[config.mk]
export PLATFORM = sky130hd
export DESIGN_NAME = hazard_ctrl
export DESIGN_NICKNAME = d
export VERILOG_FILES = /design/src/rtl/hazard_ctrl.sv
export SDC_FILE = /design/constraint.sdc
export NUM_CORES = 1
export LEC_CHECK = 0
export BUFFER_PORTS_ARGS = -buffer_cell sky130_fd_sc_hd__buf_4
export CORE_MARGIN = 2
export CORE_UTILIZATION = 30
export CTS_BUF_LIST = sky130_fd_sc_hd__clkbuf_4 sky130_fd_sc_hd__clkbuf_8 sky130_fd_sc_hd__clkbuf_16
export DETAILED_ROUTE_END_ITERATION = 10
export HOLD_SLACK_MARGIN = 0.15
export REMOVE_ABC_BUFFERS = 1
export SLEW_MARGIN = 20
export SYNTH_ARGS = -nofsm -noshare
export SYNTH_HDL_FRONTEND = slang
export SYNTH_SLANG_ARGS = --single-unit
[constraint.sdc]
create_clock -name clk -period 3.6 [get_ports clk]
set_clock_uncertainty 0.05 [all_clocks]
set_input_delay 0.18 -clock clk [delete_from_list [all_inputs] [get_ports clk]]
set_output_delay 0.18 -clock clk [all_outputs]
set_load 0.02 [all_outputs]
[src/rtl/hazard_ctrl.sv]
// Pipeline hazard / flush / halt sequencing controller for the 5-stage core.
// Latency: stall, flush, bubble and forward selects are combinational in the current cycle; halted and the counters are registered.
// Backpressure: this block is the backpressure source. It holds PC and if_id and bubbles id_ex while a hazard, drain or halt is active.
//
// Ports:
//   clk, RST              clock (rising edge) and asynchronous active-low reset
//   id_rs/id_rt/id_use_*  source registers of the ID instruction, and whether each is read
//   id_halt               ID instruction is a syscall-halt
//   ex_rs/ex_rt/ex_rw     EX sources and destination; ex_regwrite, ex_memtoreg (load)
//   mem_rw/mem_regwrite   MEM destination
//   wb_rw/wb_regwrite     WB destination
//   ex_redirect           EX resolved a taken branch or jump
//   resume                single-cycle pulse that leaves the HALTED state
//   pc_stall/ifid_stall   hold PC / hold if_id
//   ifid_flush            load a NOP into if_id
//   idex_bubble           load a NOP (all controls 0) into id_ex
//   fwd_a/fwd_b           EX operand select: 00 regfile, 01 MEM ALU, 10 WB result
//   halted                core halted (registered)
//   stall_cnt/flush_cnt   saturating statistics for hazard-stall cycles and redirect flushes
//
// Build option: define FORWARD_EN to enable EX operand forwarding. With forwarding on,
// only load-use hazards stall. Without it, any EX/MEM producer of a used source stalls.
module hazard_ctrl #(
    parameter int CNT_W      = 32,
    parameter int HALT_DRAIN = 3
) (
    input  logic             clk,
    input  logic             RST,
    input  logic [4:0]       id_rs,
    input  logic [4:0]       id_rt,
    input  logic             id_use_rs,
    input  logic             id_use_rt,
    input  logic             id_halt,
    input  logic [4:0]       ex_rs,
    input  logic [4:0]       ex_rt,
    input  logic [4:0]       ex_rw,
    input  logic             ex_regwrite,
    input  logic             ex_memtoreg,
    input  logic [4:0]       mem_rw,
    input  logic             mem_regwrite,
    input  logic [4:0]       wb_rw,
    input  logic             wb_regwrite,
    input  logic             ex_redirect,
    input  logic             resume,
    output logic             pc_stall,
    output logic             ifid_stall,
    output logic             ifid_flush,
    output logic             idex_bubble,
    output logic [1:0]       fwd_a,
    output logic [1:0]       fwd_b,
    output logic             halted,
    output logic [CNT_W-1:0] stall_cnt,
    output logic [CNT_W-1:0] flush_cnt
);

    localparam int DW = (HALT_DRAIN < 2) ? 1 : $clog2(HALT_DRAIN + 1);

    typedef enum logic [1:0] {
        ST_RUN    = 2'd0,
        ST_DRAIN  = 2'd1,
        ST_HALTED = 2'd2
    } state_t;

    state_t          state;
    logic [DW-1:0]   drain_cnt;

    // A producer matches a source only if it writes a register and it is not $0.
    function automatic logic match(input logic we, input logic [4:0] rw, input logic [4:0] r);
        return we && (rw == r) && (r != 5'd0);
    endfunction

    logic hit_ex;
    logic hit_mem;
    logic hazard;

    assign hit_ex  = (id_use_rs && match(ex_regwrite, ex_rw, id_rs)) ||
                     (id_use_rt && match(ex_regwrite, ex_rw, id_rt));
    assign hit_mem = (id_use_rs && match(mem_regwrite, mem_rw, id_rs)) ||
                     (id_use_rt && match(mem_regwrite, mem_rw, id_rt));

`ifdef FORWARD_EN
    // Forwarding covers every case except a load in EX, whose data is not ready yet.
    logic unused_mem_hit;
    assign unused_mem_hit = hit_mem;
    assign hazard         = ex_memtoreg && hit_ex;
`else
    // No forwarding: wait until the producer reaches WB. The regfile writes
    // in the first half-cycle, so a WB producer is already visible to ID.
    logic unused_fwd_inputs;
    assign unused_fwd_inputs = ^{ex_rs, ex_rt, wb_rw, wb_regwrite, ex_memtoreg};
    assign hazard            = hit_ex || hit_mem;
`endif

    // Per-cycle decisions. These are only meaningful in RUN, with priority
    // flush > hazard stall > halt entry.
    logic in_run;
    logic held;
    logic do_flush;
    logic do_stall;
    logic do_halt;

    assign in_run   = (state == ST_RUN);
    assign held     = (state != ST_RUN);
    assign do_flush = in_run && ex_redirect;
    assign do_stall = in_run && !ex_redirect && hazard;
    assign do_halt  = in_run && !ex_redirect && !hazard && id_halt;

    // Combinational outputs are forced low while reset is asserted.
    assign pc_stall    = RST && (do_stall || held);
    assign ifid_stall  = RST && (do_stall || held);
    assign ifid_flush  = RST && do_flush;
    assign idex_bubble = RST && (do_flush || do_stall || held);

`ifdef FORWARD_EN
    // MEM holds the newer value, so it wins over WB.
    function automatic logic [1:0] fwd_sel(input logic [4:0] r);
        if (match(mem_regwrite, mem_rw, r)) begin
            return 2'b01;
        end else if (match(wb_regwrite, wb_rw, r)) begin
            return 2'b10;
        end
        return 2'b00;
    endfunction

    assign fwd_a = RST ? fwd_sel(ex_rs) : 2'b00;
    assign fwd_b = RST ? fwd_sel(ex_rt) : 2'b00;
`else
    assign fwd_a = 2'b00;
    assign fwd_b = 2'b00;
`endif

    // Halt FSM and statistics. The drain counter gives the halt instruction
    // time to travel EX/MEM/WB before the core reports itself halted.
    always_ff @(posedge clk or negedge RST) begin
        if (!RST) begin
            state     <= ST_RUN;
            drain_cnt <= '0;
            halted    <= 1'b0;
            stall_cnt <= '0;
            flush_cnt <= '0;
        end else begin
            if (do_stall && (stall_cnt != {CNT_W{1'b1}})) begin
                stall_cnt <= stall_cnt + CNT_W'(1);
            end
            if (do_flush && (flush_cnt != {CNT_W{1'b1}})) begin
                flush_cnt <= flush_cnt + CNT_W'(1);
            end

            case (state)
                ST_RUN: begin
                    if (do_halt) begin
                        state     <= ST_DRAIN;
                        drain_cnt <= DW'(HALT_DRAIN);
                    end
                end
                ST_DRAIN: begin
                    if (drain_cnt <= DW'(1)) begin
                        state     <= ST_HALTED;
                        halted    <= 1'b1;
                        drain_cnt <= '0;
                    end else begin
                        drain_cnt <= drain_cnt - DW'(1);
                    end
                end
                ST_HALTED: begin
                    if (resume) begin
                        state  <= ST_RUN;
                        halted <= 1'b0;
                    end
                end
                default: begin
                    state     <= ST_RUN;
                    halted    <= 1'b0;
                    drain_cnt <= '0;
                end
            endcase
        end
    end

endmodule

==> flow_summary.toml <==
[floorplan]
start_util_pct = 30.62
dieArea_um2 = 13110
core_um2 = 11960
std_cell_rows = 40
num_io_pins = 119
die_h_um = 114.5
x_dimension_of_the_die_um = 114.5

[layout]
final-instance-count-excl-fill = 629
antenna_cells = 0
nNetsFinal = 525
area_overhead_vs_synth_pct = 33.34
final_cell_area_um2 = 4883
finished_core_util_pct = 40.83
post_route_cells_drive_above_1_share_pct = 27.59

[clock_network]
post_cts_buffers = 0
clk_root_buffer_cell = "sky130_fd_sc_hd__clkbuf_16"
tritoncts_buffer_count = 9
cts-htree-levels = 3
cts_repair_resize_count = 0
clk_transition_reported_paths_ps = 50
clkSinkCount = 69
holdBufCountCts = 3
clock_latency_ps = 330
cts_tree = "yes"
clock_tree.buffer_depth = 2

[global_routing]
globalRouteOverflowTotal = 0
grt_start_max_net_pins = 45
grt_first_pass_wirelength_um = 14500
vias_in_the_first_global_route = 2954
grt.total_usage_pct = 13.97
antenna_violations_before_repair = 0

[yosys]
synth-edff-count = 0
seq_area_frac_synth_pct = 47.15
avg_cell_area_syn_um2 = 9.871
netlist_top_cells_area = "sky130_fd_sc_hd__dfrtp_1 47%, sky130_fd_sc_hd__xor2_1 11%, sky130_fd_sc_hd__xnor2_1 8.8%"
synth_area_leader_cell = "sky130_fd_sc_hd__dfrtp_1"
synth_warnings = 0
synth.lib_cells_used.distinct = 44
syn-cell-area_um2 = 3662
ys_seq_elements = 69
yosys.area.top_type_share_pct = 47.15
synth_flop_cell = "sky130_fd_sc_hd__dfrtp_1"
ys_async_sr_fraction_pct = 100.0
synth_cells = 371

[timing]
layout_min_cycle_time_ps = 2352
worst_hold_margin_ps = 218.2
maxSlewViolCount = 0
hold_viol = 0
timing_worst_slew_pin_value_ps = 609.2
fin_crit_sh_pct = 65.33
unrepaired_setup_endpoints_after_global_routing = "no"
relSlewSlack_pct = 59.01
finalSetupTns_ps = 0
setup_viol = 0
max_clock_freq_mhz = 425.2

[status]
run_status = "complete, no violations"

[power]
p_leak_uw = 0.002432
cell_pwr_density_nw_per_um2 = 477.3
vdd_ir_drop_max_mv = 0.2435

[setup_path]
crit_arrival_ps = 2510
required_ps = 3760
crit_chain = "ha_1 -> nand3_1 -> nor4_1 -> a31oi_4 -> nor2b_1 -> mux2_2"
crit_slowest_cell = "sky130_fd_sc_hd__nor4_1"
setup.worst_path.end = "stall_cnt[1]"
end_kind = "flop"
timing.critical_path.from_type = "flop"
worst-setup-path-type = "flop to flop"
worst_r2r_endpoint = "stall_cnt[1]"
largest_fanout_of_any_net_on_the_critical_path = 16
cpPeakStageDelay_ps = 570
r2r_setup_slack_ps = 1250
r2r_cells = 6
crit-reg2reg-launch = "stall_cnt[0]"
setup.worst_path.start = "stall_cnt[0]"

[routing]
detail_route.vias_per_cell = 4.754
drt-pass1-iter-count = 4
drt_antenna_net_count = 0
drt_iter0_drc = 94
vias = 2990
drc_violations = 0
route.final.wire_length_um = 8891
routedWlPerCell_um = 14.14

[min_path]
holdCritPathClass = "input pin to flop"

[place]
place.detailed.instances = 610
routabilityCongestion = 0.8354
dp_hpwl_um = 6528
port_buffers = 97
detailed_place.area_um2 = 4542

[run]
drv.max_cap_violation_count = 0
[final cells by class]
type	count	area, µm²
inverters	11	41.29
flip-flops and latches	69	1727
well taps	147	183.9
multi-input cells	282	1832
repair buffers	104	788.3
fillers	1174	7078
clock inverters	3	43.79
clock buffers	13	267.8
[where the power goes]
| group | switching, µW | internal (µW) | leakage [µW] |
|---|---|---|---|
| registers | 98.3 | 847 | 0.000915 |
| logic | 268 | 213 | 0.00136 |
| clock network | 315 | 589 | 0.000157 |
| total | 681 | 1650 | 0.00243 |
[synth_stat cells (3+ instances only)]
cell type	instances
sky130_fd_sc_hd__and3_1	12
sky130_fd_sc_hd__and4_1	3
sky130_fd_sc_hd__buf_2	5
sky130_fd_sc_hd__buf_4	6
sky130_fd_sc_hd__dfrtp_1	69
sky130_fd_sc_hd__inv_1	11
sky130_fd_sc_hd__nand2_1	40
sky130_fd_sc_hd__nand3_1	17
sky130_fd_sc_hd__nand4_1	22
sky130_fd_sc_hd__nor2_1	40
sky130_fd_sc_hd__nor3_1	21
sky130_fd_sc_hd__o21ai_0	3
sky130_fd_sc_hd__xnor2_1	37
sky130_fd_sc_hd__xor2_1	45
[worst min path at each step]
stage               endpoint  slack [ps]  cells after the start   startpoint
2_1_floorplan   drain_cnt[0]        -170                      0          RST
3_3_place_gp   stall_cnt[11]          90                      1          RST
3_5_place_dp   stall_cnt[11]          80                      1          RST
4_1_cts             state[0]         210                      4  ex_redirect
5_1_grt             state[0]         250                      4  ex_redirect
6_report            state[0]         220                      4  ex_redirect
[cell families after synthesis]
logic type / share of synthesized area (%)
AO/OA/AOI/OAI: 4.202
XOR/XNOR: 19.61
adder cells (fa/ha/maj): 0.6832
buffers and inverters: 3.143
flip-flops: 47.15
multiplexers: 0.6149
other: 0.1024
AND/OR/NAND/NOR: 24.50
[layer usage]
layer	vias to the layer above	wire [µm]	track usage (%)
met1	1425	4076	18.46
met5	-	0	0
met2	83	4172	21.93
li1	1468	-	-
met3	14	467	3.335
met4	0	176	5.854
[worst max-delay path, delay by kind of cell (launching register included)]
family,cells,cell delay [ps]
and+or+nand+nor,3,940
DFF,1,400
AOI/OAI and AO/OA,1,340
muxes,1,270
adders and majority gates,1,250
[placed cells by master (no fill, tap or decap), types with 3 or more instances in the layout]
cell / Yosys / final
sky130_fd_sc_hd__xnor2_1: 37 / 37
sky130_fd_sc_hd__clkbuf_16: 0 / 9
sky130_fd_sc_hd__nor3_1: 21 / 21
sky130_fd_sc_hd__buf_4: 6 / 101
sky130_fd_sc_hd__inv_1: 11 / 11
sky130_fd_sc_hd__and3_1: 12 / 12
sky130_fd_sc_hd__nand4_1: 22 / 22
sky130_fd_sc_hd__and4_1: 3 / 3
sky130_fd_sc_hd__dfrtp_1: 69 / 69
sky130_fd_sc_hd__nand3_1: 17 / 17
sky130_fd_sc_hd__conb_1: 1 / 4
sky130_fd_sc_hd__nand2_1: 40 / 40
sky130_fd_sc_hd__dlygate4sd3_1: 0 / 3
sky130_fd_sc_hd__o21ai_0: 3 / 3
sky130_fd_sc_hd__xor2_1: 45 / 45
sky130_fd_sc_hd__nor2_1: 40 / 40
[registers in the layout (all words and copies together) (netlist names)]
register,flops
drain_cnt,2
state,2
halted,1
flush_cnt,32
stall_cnt,32
[through the flow]
| step | setup WS, ps | power, µW |
|---|---|---|
| 2_1_floorplan | 1434 | 1218 |
| 3_3_place_gp | 1279 | 1434 |
| 3_5_place_dp | 1272 | 1443 |
| 4_1_cts | 1247 | 2367 |
| 5_1_grt | 1033 | 2456 |
| 6_report | 1248 | 2331 |
No activity file was read; power rests on OpenSTA's default activity.
